===== src/rtl/bk_operand_recover.sv =====
// Two-stage ripple-borrow subtractor that recovers B = SUM - A from a Brent-Kung adder result,
// flagging SUM/A pairs the adder could not have produced and counting them (saturating).
module bk_operand_recover #(
  parameter int unsigned WIDTH = 12,
  parameter int unsigned SPLIT = 6,
  parameter int unsigned CNT_W = 8
) (
  input  logic             clk,
  input  logic             rst,
  input  logic             in_valid,
  output logic             in_ready,
  input  logic [WIDTH:0]   in_sum,
  input  logic [WIDTH-1:0] in_a,
  output logic             out_valid,
  input  logic             out_ready,
  output logic [WIDTH-1:0] out_b,
  output logic             out_err,
  output logic [CNT_W-1:0] err_count,
  input  logic             err_clr
);

  localparam int unsigned HW = WIDTH - SPLIT;

  logic             s1_valid_q, s1_valid_d;
  logic [SPLIT-1:0] s1_dlo_q, s1_dlo_d;
  logic             s1_bo_q, s1_bo_d;
  logic [HW:0]      s1_sum_hi_q, s1_sum_hi_d;
  logic [HW-1:0]    s1_a_hi_q, s1_a_hi_d;

  logic             s2_valid_q, s2_valid_d;
  logic [WIDTH-1:0] out_b_q, out_b_d;
  logic             out_err_q, out_err_d;
  logic [CNT_W-1:0] err_cnt_q, err_cnt_d;

  logic             s2_adv;
  logic             err_xfer;
  logic [SPLIT:0]   lo_diff;
  logic [HW+1:0]    hi_diff;

  assign s2_adv   = !s2_valid_q | out_ready;
  assign in_ready = !s1_valid_q | s2_adv;
  assign err_xfer = s2_valid_q & out_ready & out_err_q;

  assign lo_diff = {1'b0, in_sum[SPLIT-1:0]} - {1'b0, in_a[SPLIT-1:0]};
  // Two extension bits: bit HW+1 marks a negative difference, bit HW marks one >= 2^WIDTH.
  assign hi_diff = {1'b0, s1_sum_hi_q} - {2'b00, s1_a_hi_q} - {{(HW + 1){1'b0}}, s1_bo_q};

  always_comb begin
    s1_valid_d  = s1_valid_q;
    s1_dlo_d    = s1_dlo_q;
    s1_bo_d     = s1_bo_q;
    s1_sum_hi_d = s1_sum_hi_q;
    s1_a_hi_d   = s1_a_hi_q;
    if (in_ready) begin
      s1_valid_d = in_valid;
      if (in_valid) begin
        s1_dlo_d    = lo_diff[SPLIT-1:0];
        s1_bo_d     = lo_diff[SPLIT];
        s1_sum_hi_d = in_sum[WIDTH:SPLIT];
        s1_a_hi_d   = in_a[WIDTH-1:SPLIT];
      end
    end
  end

  always_comb begin
    s2_valid_d = s2_valid_q;
    out_b_d    = out_b_q;
    out_err_d  = out_err_q;
    if (s2_adv) begin
      s2_valid_d = s1_valid_q;
      if (s1_valid_q) begin
        out_b_d   = {hi_diff[HW-1:0], s1_dlo_q};
        out_err_d = |hi_diff[HW+1:HW];
      end
    end
  end

  always_comb begin
    err_cnt_d = err_cnt_q;
    if (err_clr) begin
      err_cnt_d = '0;
    end else if (err_xfer && (err_cnt_q != '1)) begin
      err_cnt_d = err_cnt_q + 1'b1;
    end
  end

  always_ff @(posedge clk or posedge rst) begin
    if (rst) begin
      s1_valid_q  <= 1'b0;
      s1_dlo_q    <= '0;
      s1_bo_q     <= 1'b0;
      s1_sum_hi_q <= '0;
      s1_a_hi_q   <= '0;
      s2_valid_q  <= 1'b0;
      out_b_q     <= '0;
      out_err_q   <= 1'b0;
      err_cnt_q   <= '0;
    end else begin
      s1_valid_q  <= s1_valid_d;
      s1_dlo_q    <= s1_dlo_d;
      s1_bo_q     <= s1_bo_d;
      s1_sum_hi_q <= s1_sum_hi_d;
      s1_a_hi_q   <= s1_a_hi_d;
      s2_valid_q  <= s2_valid_d;
      out_b_q     <= out_b_d;
      out_err_q   <= out_err_d;
      err_cnt_q   <= err_cnt_d;
    end
  end

  assign out_valid = s2_valid_q;
  assign out_b     = out_b_q;
  assign out_err   = out_err_q;
  assign err_count = err_cnt_q;

endmodule


===== config.mk =====
export PLATFORM = sky130hd
export DESIGN_NAME = bk_operand_recover
export DESIGN_NICKNAME = d
export VERILOG_FILES = /design/src/rtl/bk_operand_recover.sv
export SDC_FILE = /design/constraint.sdc
export NUM_CORES = 1
export LEC_CHECK = 0
export CORE_MARGIN = 8
export CORE_UTILIZATION = 44
export DETAILED_ROUTE_END_ITERATION = 7
export GPL_TIMING_DRIVEN = 0
export PLACE_DENSITY = 0.75
export SLEW_MARGIN = 20
export SYNTH_ARGS = -nofsm -noshare
export SYNTH_HDL_FRONTEND = slang
export SYNTH_SLANG_ARGS = --single-unit

===== constraint.sdc =====
create_clock -name clk -period 2.9 [get_ports clk]
set_input_delay 0.58 -clock clk [delete_from_list [all_inputs] [get_ports clk]]
set_output_delay 0.58 -clock clk [all_outputs]
set_load 0.02 [all_outputs]

# ---- Word-level counts from Yosys, hierarchy flattened
# Index checks and enable logic that the tools add are counted.
dict set report totals {
  latchBits 0
  rom_bits 0
  regBits 43
  in_bits 30
  mem_bits_rw 0
  out_inout_bits 23
  word_cells 27
  n_memories 0
}
dict set report op_classes {
  n_mux 2
  n_mul 0
  n_addsub 4
  n_reduce_logical 7
  n_shift 0
  order_cmp 0
  bitwise 4
  n_div 0
  n_eq_ne 1
}
# operator n
set ops {}
lappend ops {{2-to-1 mux 8 bit} 2}
lappend ops {{adder 8 x 1 -> 8 bit, second input constant} 1}
lappend ops {{inequality test 8 bit, second input constant} 1}
lappend ops {{subtractor 7 x 6 -> 8 bit} 1}
lappend ops {{subtractor 8 x 1 -> 8 bit} 1}
lappend ops {{subtractor 6 x 6 -> 7 bit} 1}
lappend ops {{AND reduction 2 bit} 2}
lappend ops {{bitwise AND 1 bit} 2}
lappend ops {{zero test 1 bit} 2}
lappend ops {{OR 1 bit} 2}
lappend ops {{nonzero test 2 bit} 1}
lappend ops {{OR reduction 2 bit} 1}
lappend ops {{logical AND 1 bit} 1}

# ---- Longest topological paths before layout
dict set report depth {
  ltp_word 5
  depth_mapped 9
}

# ---- Worst setup path after synthesis
# Ideal clock, no wire load.
dict set report synth_path {
  kind {register -> register}
  from {register s1_bo_q}
  to {register out_err_q, in the netlist out_err}
  path_stages_with_launch 9
  n_path_buf 0
  setup_ns 0.124
  arrival_ns 2.057
  required_ns 2.776
  path_slack_ns 0.719
  period_less_slack_ns 2.181
  cell_sequence {dfrtp_1 inv_1 fa_1 fa_1 nand2b_1 a211oi_1 o21bai_1 mux2i_1 o31a_1}
}
dict set report synth_via {
  elab_chain_len 2
}
# element line_no
set synth_lines {}
lappend synth_lines {{start, declared} 26} ;# logic s1_bo_q, s1_bo_d;
lappend synth_lines {{start signal, assigned} 101} ;# s1_bo_q <= s1_bo_d;
lappend synth_lines {{subtractor 8 x 1 -> 8 bit} 46} ;# assign hi_diff = {1'b0, s1_sum_hi_q} - {2'b00, s1_a_hi_q} - {{(HW + 1){1'b0}}, s1_bo_q};
lappend synth_lines {{OR reduction 2 bit} 73} ;# out_err_d = |hi_diff[HW+1:HW];
lappend synth_lines {{end signal, assigned} 106} ;# out_err_q <= out_err_d;
lappend synth_lines {{end, declared} 32} ;# logic out_err_q, out_err_d;
# No other way between the ends.
# A chain may end at the register's enable or synchronous reset.

# ---- Worst setup path in the final report
dict set report layout_path {
  from {input port out_ready}
  to {output port in_ready}
}
dict set report layout_via {
  elab_chain_len 2
}
# element line_no
set layout_lines {}
lappend layout_lines {{start, declared} 15} ;# input logic out_ready,
lappend layout_lines {{OR 1 bit} 40} ;# assign s2_adv = !s2_valid_q | out_ready;
lappend layout_lines {{OR 1 bit} 41} ;# assign in_ready = !s1_valid_q | s2_adv;
lappend layout_lines {{end, declared} 11} ;# output logic in_ready,
# No other way between the ends.

==> flow_metrics.tcl <==
set metrics [dict create \
    status "finished, final reports clean" \
    dieArea_mm2 0.007803 \
    start_kind "input pin" \
    min_to "out_b[8]" \
    clk_pin_slew_worst_paths_ns 0.07 \
    ant_nets 0 \
    cts_buffers 5 \
    regToRegEndpoint "out_err" \
    fillCellCount 467 \
    drt-pass1-iter-count 4 \
    htreeDepth 2 \
    diodes 0 \
    min_period_ns 2.482 \
    first_global_vias 1756 \
    place_area_mm2 0.002928 \
    antenna_found_initial 0 \
    synthFlopType "dfrtp_1" \
    ys_async_sr_fraction_pct 100.0 \
    hold_depth 2 \
    powerDensity_mw_per_mm2 630.4 \
    yosysWarnings 0 \
    post-route-util_pct 59.12 \
    ys_seq_area_share_pct 46.74 \
    critPathArrivalTime_ns 1.90 \
    root_buffer "clkbuf_8" \
    drive_gt1_share_pct 6.164 \
    synth_cells 234 \
    die_width_um 88.34 \
    critical_path.max_fanout 4 \
    worstSetupPathType "input pin to primary output" \
    yosys.cell_types.count 35 \
    core_mm2 0.005075 \
    via_per_inst 4.804 \
    vias 1739 \
    fp-row-count 26 \
    grt_usage_pct 13.25 \
    gp_congestion 0.7451 \
    dpl.hpwl_mm 3.699 \
    power_w 0.001891 \
    reg2reg_depth 8 \
    final_cell_mix "clkdlybuf4s50_1, nand2_1, dfrtp_1" \
    post_cts_resized 0 \
    insertion_delay_ns 0.29 \
    yosys.area.top_type "dfrtp_1" \
    cts_setup_buffers 0 \
    worst_pin_slew_ns 0.5000 \
    areaGrowthSynthToFinish_pct 30.33 \
    critPathCaptureType "primary output" \
    initial_utilization_pct 45.36 \
    tns_ns 0 \
    hp-class "flip-flop to flip-flop" \
    io_buffers 51 \
    die_y_um 88.34 \
    max-slew-margin-rel_pct 66.66 \
    num_io_pins 53 \
    cts.sinks 43 \
    p_leak_nw 1.380 \
    rsz0062_at_grt "no" \
    drv_cap 0 \
    synth-edff-count 0 \
    r2r_start "s1_bo_q" \
    peakVddDrop_mv 0.2905 \
    grt_overflow 0 \
    rrSetupSlack_ns 0.52 \
    drv_slew 0 \
    worstPathRequired_ns 2.32 \
    drt-total-wl_mm 4.688 \
    grt_max_degree 26 \
    netlist_area_mm2 0.002302 \
    ctsHoldBuffers 0 \
    drc 0 \
    finalCritPeriodShare_pct 85.58 \
    layout_commonest_cell "clkdlybuf4s50_1" \
    hold_viol_final 0 \
    finClkSkew_ns 0.004427 \
    hold_start "out_b[8]" \
    wire_per_inst_um 12.95 \
    ys_ff_latch 43 \
    synth_area_leaders "dfrtp_1, ha_1, nand2_1" \
    layout.nets 344 \
    setup-violations-final 0 \
    cts_buffer_depth 2 \
    synth.avg_cell_area_um2 9.838 \
    synth.net_count 285 \
    synth_top_area_share_pct 46.74 \
    cts_tree "yes" \
    grt_pass1_wl_mm 7.983 \
    design_area_mm2 0.003000 \
    dr.first_iter.drc_count 60 \
    fmax_mhz 402.9 \
]
per-layer routing:
layer,vias up,global-route usage [%],part of all wire [%]
met3,6,4.457,6.8
li1,879,-,-
met2,38,21.66,47
met5,-,0,0
met4,0,5.069,1.7
met1,816,15.67,45
cell families after synthesis:
kind of cell,count (synthesis),synth area share (%)
compound gates,35,9.403
fa+ha+maj,21,12.39
xor+xnor,15,5.706
flops,43,46.74
buf+inv,33,5.652
mux,10,4.729
simple gates,77,15.38
Yosys cell counts (2+ instances only):
cell type  number
nand2_1        44
dfrtp_1        43
inv_1          26
o21ai_0        22
ha_1           18
xnor2_1        10
nor2_1          9
mux2_2          7
nand2b_1        7
clkbuf_1        6
xor2_1          5
a21oi_1         3
fa_1            3
mux2i_1         3
nor2b_1         3
nor3_1          3
nand3_1         2
nand3b_1        2
or3_1           2
where the power goes:
group,switching (W),internal (W)
registers,0.0000708,0.000725
clock network,0.000184,0.000161
logic,0.000372,0.000379
worst max-delay path, cell delays in order:
cell and delay (ns):
clkdlybuf4s50_1 0.49, nand3b_1 0.19, clkdlybuf4s50_1 0.64
per-stage QoR:
| step | hold WS [ns] | instances | setup slack (ns) |
|---|---|---|---|
| 2_1_floorplan | 0.4460 | 234 | 0.7187 |
| 3_3_place_gp | 0.4614 | 355 | 0.4178 |
| 3_5_place_dp | 0.4694 | 356 | 0.4112 |
| 4_1_cts | 0.4886 | 362 | 0.4048 |
| 5_1_grt | 0.5090 | 362 | 0.3535 |
| 6_report | 0.4804 | 362 | 0.4182 |
worst max path at each step:
| stage | to | start |
|---|---|---|
| after CTS | in_ready | out_ready |
| after floorplan | out_err | s1_bo_q |
| final | in_ready | out_ready |
| after detailed placement | in_ready | out_ready |
| after global placement | in_ready | out_ready |
| after global routing | in_ready | out_ready |
registers in the layout (all words and copies together) (netlist names):
name / flops
err_count: 8
out_b: 12
s1_bo_q: 1
out_err: 1
s1_sum_hi_q: 7
s1_a_hi_q: 6
out_valid: 1
s1_dlo_q: 6
s1_valid_q: 1
final cells by class:
| cell class | instances | area [um^2] | share of cell area, % |
|---|---|---|---|
| clock buffers | 6 | 72.57 | 2.419 |
| well taps | 70 | 87.58 | 2.919 |
| plain buffers | 7 | 32.53 | 1.084 |
| inverters | 26 | 97.59 | 3.253 |
| multi-input cells | 158 | 1096 | 36.53 |
| repair buffers | 52 | 538.0 | 17.93 |
| flip-flops and latches | 43 | 1076 | 35.86 |
Note: power is estimated with default switching activity, not from simulation.
